## src/rtl/uart_tx_feeder.sv

```systemverilog
// uart_tx_feeder: host byte FIFO that hands bytes one at a time to the UART TX controller.
// Define UART_TX_FEEDER_IFG_EN to insert a GAP state of IFG_CYCLES idle cycles between frames.
module uart_tx_feeder #(
  parameter int DATA_WIDTH = 8,
  parameter int DEPTH      = 8,
  parameter int BUSY_WAIT  = 4,
  parameter int IFG_CYCLES = 2
) (
  input  logic                   CLK,
  input  logic                   RST,
  input  logic [DATA_WIDTH-1:0]  WR_DATA,
  input  logic                   WR_EN,
  input  logic                   TX_BUSY,
  output logic [DATA_WIDTH-1:0]  P_DATA,
  output logic                   Data_Valid,
  output logic                   FULL,
  output logic                   EMPTY,
  output logic [$clog2(DEPTH):0] LEVEL,
  output logic                   OVERFLOW,
  output logic                   LOST
);

  localparam int AW = $clog2(DEPTH);
  localparam int LW = AW + 1;
  localparam int WW = (BUSY_WAIT > 1) ? $clog2(BUSY_WAIT) : 1;

`ifdef UART_TX_FEEDER_IFG_EN
  localparam int GW = (IFG_CYCLES > 0) ? $clog2(IFG_CYCLES + 1) : 1;
  typedef enum logic [2:0] {IDLE, ISSUE, WAIT_BUSY, WAIT_DONE, GAP} state_t;
  logic [GW-1:0] gap_cnt;
`else
  typedef enum logic [1:0] {IDLE, ISSUE, WAIT_BUSY, WAIT_DONE} state_t;
`endif

  logic [DATA_WIDTH-1:0] mem [DEPTH];
  logic [AW-1:0]         wr_ptr;
  logic [AW-1:0]         rd_ptr;
  logic [LW-1:0]         count;
  logic [WW-1:0]         wait_cnt;
  state_t                state;
  state_t                state_nxt;
  logic                  push;
  logic                  pop;
  logic                  lost_hit;

  assign FULL  = (count == LW'(DEPTH));
  assign EMPTY = (count == '0);
  assign LEVEL = count;
  assign push  = WR_EN && !FULL;

  always_comb begin
    state_nxt = state;
    pop       = 1'b0;
    lost_hit  = 1'b0;
    case (state)
      IDLE: begin
        if (!EMPTY && !TX_BUSY) begin
          pop       = 1'b1;
          state_nxt = ISSUE;
        end
      end
      ISSUE: state_nxt = WAIT_BUSY;
      WAIT_BUSY: begin
        if (TX_BUSY) begin
          state_nxt = WAIT_DONE;
        end else if (wait_cnt == WW'(BUSY_WAIT - 1)) begin
          // The byte is abandoned rather than re-queued.
          lost_hit  = 1'b1;
          state_nxt = IDLE;
        end
      end
      WAIT_DONE: begin
        if (!TX_BUSY) begin
`ifdef UART_TX_FEEDER_IFG_EN
          state_nxt = GAP;
`else
          state_nxt = IDLE;
`endif
        end
      end
`ifdef UART_TX_FEEDER_IFG_EN
      GAP: begin
        if (gap_cnt <= GW'(1)) state_nxt = IDLE;
      end
`endif
      default: state_nxt = IDLE;
    endcase
  end

  always_ff @(posedge CLK) begin
    if (push) mem[wr_ptr] <= WR_DATA;
  end

  always_ff @(posedge CLK) begin
    if (RST) begin
      state      <= IDLE;
      wr_ptr     <= '0;
      rd_ptr     <= '0;
      count      <= '0;
      wait_cnt   <= '0;
      P_DATA     <= '0;
      Data_Valid <= 1'b0;
      OVERFLOW   <= 1'b0;
      LOST       <= 1'b0;
    end else begin
      state      <= state_nxt;
      Data_Valid <= pop;
      if (push) wr_ptr <= wr_ptr + 1'b1;
      if (pop) begin
        P_DATA <= mem[rd_ptr];
        rd_ptr <= rd_ptr + 1'b1;
      end
      case ({push, pop})
        2'b10:   count <= count + 1'b1;
        2'b01:   count <= count - 1'b1;
        default: count <= count;
      endcase
      wait_cnt <= (state == WAIT_BUSY) ? wait_cnt + 1'b1 : '0;
      if (WR_EN && FULL) OVERFLOW <= 1'b1;
      if (lost_hit) LOST <= 1'b1;
    end
  end

`ifdef UART_TX_FEEDER_IFG_EN
  // Down-counter reloaded on GAP entry; GAP lasts IFG_CYCLES cycles.
  always_ff @(posedge CLK) begin
    if (RST) begin
      gap_cnt <= '0;
    end else if (state == WAIT_DONE && state_nxt == GAP) begin
      gap_cnt <= GW'(IFG_CYCLES);
    end else if (state == GAP) begin
      gap_cnt <= gap_cnt - 1'b1;
    end
  end
`endif

endmodule

```

## config.mk

```make
export PLATFORM = sky130hd
export DESIGN_NAME = uart_tx_feeder
export DESIGN_NICKNAME = d
export VERILOG_FILES = /design/src/rtl/uart_tx_feeder.sv
export SDC_FILE = /design/constraint.sdc
export NUM_CORES = 1
export LEC_CHECK = 0
export ABC_AREA = 1
export CORE_ASPECT_RATIO = 0.6
export CORE_UTILIZATION = 35
export DETAILED_ROUTE_END_ITERATION = 10
export PLACE_DENSITY_LB_ADDON = 0.05
export SETUP_SLACK_MARGIN = 0.2
export SKIP_CTS_REPAIR_TIMING = 1
export SLEW_MARGIN = 25
export SYNTH_ARGS = -nofsm -noshare
export SYNTH_HDL_FRONTEND = slang
export SYNTH_SLANG_ARGS = --single-unit
```

## constraint.sdc

```tcl
create_clock -name CLK -period 2.1 [get_ports CLK]
set_clock_uncertainty 0.2 [all_clocks]
set_input_delay 0.63 -clock CLK [delete_from_list [all_inputs] [get_ports CLK]]
set_output_delay 0.63 -clock CLK [all_outputs]
set_load 0.03 [all_outputs]
```

-- Word-level counts from Yosys, hierarchy flattened
Memory sizes are Yosys's and may differ from the RTL's. A register that Yosys moved wholly into a read port is not among the register bits.
Index checks and enable logic that the tools add are counted.
- register bits: 17
- bits in latches: 0
- memory bits (writable): 64
- ROM bits: 0
- input bits: 12
- output and inout port bits: 17
- word-level logic and storage cells: 49
- memories: 1
- memories (name ; depth ; bits a word ; read ports ; clocked after memory_dff ; write ports ; line ; source):
    mem ; 8 ; 8 ; 1 ; 1 ; 1 ; 35 ; logic [DATA_WIDTH-1:0] mem [DEPTH];
- add/sub/neg operators: 5
- $mul: 0
- divide/modulo/power cells: 0
- order comparisons: 0
- eq/ne operators: 10
- shift operators: 0
- muxes and demuxes: 13
- bitwise logic cells: 1
- reduce and logical (&&, ||, !) cells: 11
- operators by type and width (kind ; count):
    $eq 2x2->1 const B ; 4
    $mux 2 ; 4
    $pmux 2 s4 ; 1
    $pmux 4 s2 ; 1
    $mux 1 ; 7
    $add 3x1->3 const B ; 2
    $add 4x1->4 const B ; 1
    $eq 2x1->1 const B ; 2
    $eq 4x4->1 const B ; 1
    $logic_not 4->1 ; 1
    $ne 2x2->1 const B ; 2
    $sub 4x1->4 const B ; 1
    $logic_and 1x1->1 ; 3
    $logic_not 1->1 ; 3
    $ne 3x3->1 const B ; 1
    $reduce_and 3->1 ; 1
    $add 2x1->2 const B ; 1
    $logic_not 2->1 ; 1
    $reduce_bool 2->1 ; 1
    $reduce_or 2->1 ; 1
    $not 1->1 ; 1

-- Logic depth before layout (Yosys ltp)
- depth in word-level cells: 7
- gate-level depth with buffers: 14
- gate-level depth less buffers: 14

-- Worst setup path after synthesis
No wires, ideal clock.
- path kind: register -> register
- start: reg count[2] (netlist: LEVEL[2])
- end: reg count[2] (netlist: LEVEL[2])
- library setup time: 0.115 ns
- data arrival time: 1.934 ns
- data required time: 1.785 ns
- setup slack: -0.149 ns
- stages on the path, launching flop included: 14
- path buffers: 0
- period minus slack after synthesis: 2.249 ns
- cell sequence: dfxtp_1 > inv_1 > nand3_2 > nand3_4 > inv_4 > ha_1 > nand2_1 > inv_1 > nor2_1 > ha_1 > a21oi_1 > xnor2_1 > o21ai_0 > inv_1
- cells in the longest elaborated chain, start to end: 7
- elaborated cells between the ends (all ways): 14
- classes of those cells: 2 x add/sub; 3 x eq/ne; 3 x mux; 6 x reduce/logical
- ends and longest elaborated chain (element ; line ; source):
    start, declared ; 38 ; logic [LW-1:0] count;
    start signal, assigned ; 114 ; 2'b10: count <= count + 1'b1;
    start signal, assigned ; 115 ; 2'b01: count <= count - 1'b1;
    start signal, assigned ; 116 ; default: count <= count;
    $logic_not 4->1 * ; 47 ; assign EMPTY = (count == '0);
    $logic_not 1->1 * ; 57 ; if (!EMPTY && !TX_BUSY) begin
    $logic_and 1x1->1 * ; 57 ;
    $mux 1 * ; 57 ;
    $mux 1 * ; 55 ; case (state)
    named net pop ; 43 ; logic pop;
    $eq 2x1->1 or $eq 2x2->1 (tied branches) ; 113 ; case ({push, pop})
    $pmux 4 s2 or $reduce_bool 2->1 (tied branches) ; - ;
The timed path passes the listed nets; every way through them passes the cells marked *.
A chain may end at the register's enable or synchronous reset.

-- Final worst setup path
- start: reg count[0] (netlist: LEVEL[0])
- end: out EMPTY
- cells in the longest elaborated chain, start to end: 1
- ends and longest elaborated chain (element ; line ; source):
    $logic_not 4->1 ; 47 ;
    end, declared ; 17 ; output logic EMPTY,
No other way between the ends.

==> flow_metrics.env <==
export IMPL_min_path_type="reg2reg"
export IMPL_crit_fanout=5
export IMPL_insertion_delay_ns=0.34
export IMPL_period_share=0.9603
export IMPL_ys_flop_type="edfxtp_1"
export IMPL_tightest_slew_ns=0.3777
export IMPL_synthToLayoutAreaGrowth_pct=27.96
export IMPL_drive_above_1_share=0.2000
export IMPL_grt_pass1_wl_mm=14.26
export IMPL_timing_fmax_mhz=495.9
export IMPL_critPathKind="reg2out"
export IMPL_die_area_um2=11680
export IMPL_min_period_ns=2.017
export IMPL_yosysMostFrequentCell="nand2_1"
export IMPL_io_pins=29
export IMPL_h_tree_depth=3
export IMPL_clk_path_buf_depth=2
export IMPL_layout_cells_non_filler=604
export IMPL_synth_area_leaders="edfxtp_1, dfxtp_1, nand2_1, nand3_1, inv_1"
export IMPL_required_ns=1.27
export IMPL_yosysSeqAreaShare=0.6158
export IMPL_initial_core_util=0.3663
export IMPL_status="completed"
export IMPL_maxSlewViolCount=0
export IMPL_wirelength_mm=8.893
export IMPL_antenna_found_initial=0
export IMPL_vias=2727
export IMPL_vdd_drop_max_mv=0.4700
export IMPL_antenna_cells=0
export IMPL_synth_seq_cells=89
export IMPL_grt_max_degree=35
export IMPL_ys_async_sr_fraction=0
export IMPL_syn_nets=422
export IMPL_crit_slowest_cell="dfxtp_4"
export IMPL_synth_enable_flop_cells=64
export IMPL_first_iter_violations=143
export IMPL_fillers=1001
export IMPL_grt_overflow=0
export IMPL_synth_cell_type_count=26
export IMPL_leakage_nw=2.318
export IMPL_start_kind="register"
export IMPL_setup_viol=0
export IMPL_yosysWarnings=0
export IMPL_clock_sinks=89
export IMPL_cp_arrival_ns=1.19
export IMPL_cts_tree="yes"
export IMPL_synth_avg_cell_area_um2=9.737
export IMPL_slowest_delay_ns=0.37
export IMPL_die_w_um=138.9
export IMPL_nets=478
export IMPL_grt_usage=0.1678
export IMPL_numCtsBuffers=9
export IMPL_ant_nets=0
export IMPL_slew_headroom=0.7478
export IMPL_coreArea_um2=10740
export IMPL_synthTopCellsByCount="nand2_1, inv_1, edfxtp_1"
export IMPL_synth_top_area_frac=0.4885
export IMPL_dr_pass1_iters=4
export IMPL_clkTransAtPathRegs_ns=0.06
export IMPL_rows=29
export IMPL_synth_top_area_cell="edfxtp_1"
export IMPL_netlist_area_um2=3934
export IMPL_fin_setup_tns_ns=0
export IMPL_syn_inst=404
export IMPL_crit_path_end_kind="output port"
export IMPL_cp_cell_sequence="nor2_4, nand3_4, inv_1, buf_6"
export IMPL_rsz0062_at_grt="yes"
export IMPL_place_inst=586
export IMPL_grt_pass1_vias=2554
export IMPL_drc=0
export IMPL_portBuffers=28
export IMPL_power_density_nw_per_um2=1208
export IMPL_avgRoutedWirePerCell_um=14.72
export IMPL_gp_congestion=0.7965
export IMPL_die_h_um=84.12
export IMPL_post_dp_hpwl_mm=5.914
export IMPL_cap_violations=0
export IMPL_hold_viol=0
export IMPL_viasPerCell=4.515
export IMPL_cts_root_buf="clkbuf_16"
state kept, by name (all words and copies together), names as in the netlist, 2 cells and up:
name / flops
mem: 64
P_DATA: 8
LEVEL: 4
rd_ptr: 3
wr_ptr: 3
state: 2
wait_cnt: 2
cell families (layout without fill, tap and decap cells):
kind of cell             Yosys count  count (layout)  synth area share
flip-flops                        89              89            0.6158
adder cells (fa/ha/maj)            6               6           0.01908
buffers and inverters             84             145            0.1005
AND/OR/NAND/NOR                  192             192            0.2102
AO/OA/AOI/OAI                     29              29           0.04549
XOR/XNOR                           4               4          0.008907
layout make-up:
| class | count | area, um^2 | share of cell area |
|---|---|---|---|
| sequential | 89 | 2437 | 0.4842 |
| multi-input combinational | 231 | 1229 | 0.2441 |
| timing repair buffer | 59 | 595.6 | 0.1183 |
| inverter | 70 | 285.3 | 0.05667 |
| clock buffer | 11 | 232.7 | 0.04623 |
| tap | 139 | 173.9 | 0.03455 |
| clock inverter | 5 | 80.08 | 0.01591 |
path summary, 6_finish.rpt:
path                from           to  slack [ns]  cells after the start
min          wait_cnt[0]  wait_cnt[0]        0.23                      1
max             LEVEL[0]        EMPTY        0.08                      4
min reg2reg  wait_cnt[0]  wait_cnt[0]        0.23                      1
max reg2reg     LEVEL[0]     LEVEL[2]        0.11                     12
per-stage QoR:
stage	power, W	setup WS [ns]	instance area [um^2]	hold slack, ns	util
6_report	0.006082	0.08342	5034	0.2253	0.4687
5_1_grt	0.006458	0.0004614	5034	0.2536	0.4687
4_1_cts	0.006003	-0.1740	4885	0.2273	0.4548
3_5_place_dp	0.004293	-0.5260	4572	0.2180	0.4257
3_3_place_gp	0.004297	-0.5074	4572	0.2074	0.4257
2_1_floorplan	0.003682	0.1125	3993	0.1973	-
placed cells by master, fill, tap and decap left out:
cell,netlist,routed
buf_12,1,3
nand2_1,109,107
nor2_4,0,4
edfxtp_1,64,64
xnor2_4,0,1
nand3_1,52,51
clkdlybuf4s50_1,0,9
a31oi_1,1,1
inv_12,0,1
or2_4,1,1
o21ai_2,0,2
bufinv_16,0,2
ha_1,6,3
nor2_1,23,16
clkinv_2,0,1
xnor2_1,2,1
dfxtp_4,0,4
buf_4,1,24
clkbuf_1,0,2
o21a_1,1,1
o21ai_1,0,1
a21oi_1,11,10
nand3_4,1,2
clkinvlp_4,0,2
ha_2,0,1
buf_6,6,6
inv_1,67,63
dlymetal6s2s_1,0,15
inv_6,1,2
a21oi_2,8,9
xor2_1,2,2
ha_4,0,2
o21ai_0,8,5
inv_2,1,4
clkbuf_16,0,9
dfxtp_1,25,21
nor2_2,2,5
nand2_2,2,4
clkbuf_2,0,2
nand3_2,2,2
per-layer routing:
layer  track usage  wire length [um]  vias up
met5             0                 0        -
met4       0.05556               106        0
met3       0.05164               392        9
met2        0.2337              3695       43
met1        0.2453              4699     1265
li1              -                 -     1410
critical path, delay by kind of cell (launching register included):
family                 cells  cell delay [ns]
buffers and inverters      2             0.23
and+or+nand+nor            2             0.24
DFF                        1             0.37
power by group:
group | switching [W] | internal [W] | leakage, nW | total, W
combinational | 0.00130 | 0.000824 | 1.38 | 0.00212
sequential | 0.000160 | 0.00211 | 0.788 | 0.00227
clock | 0.000650 | 0.00104 | 0.146 | 0.00169
No activity file was read; power rests on OpenSTA's default activity.
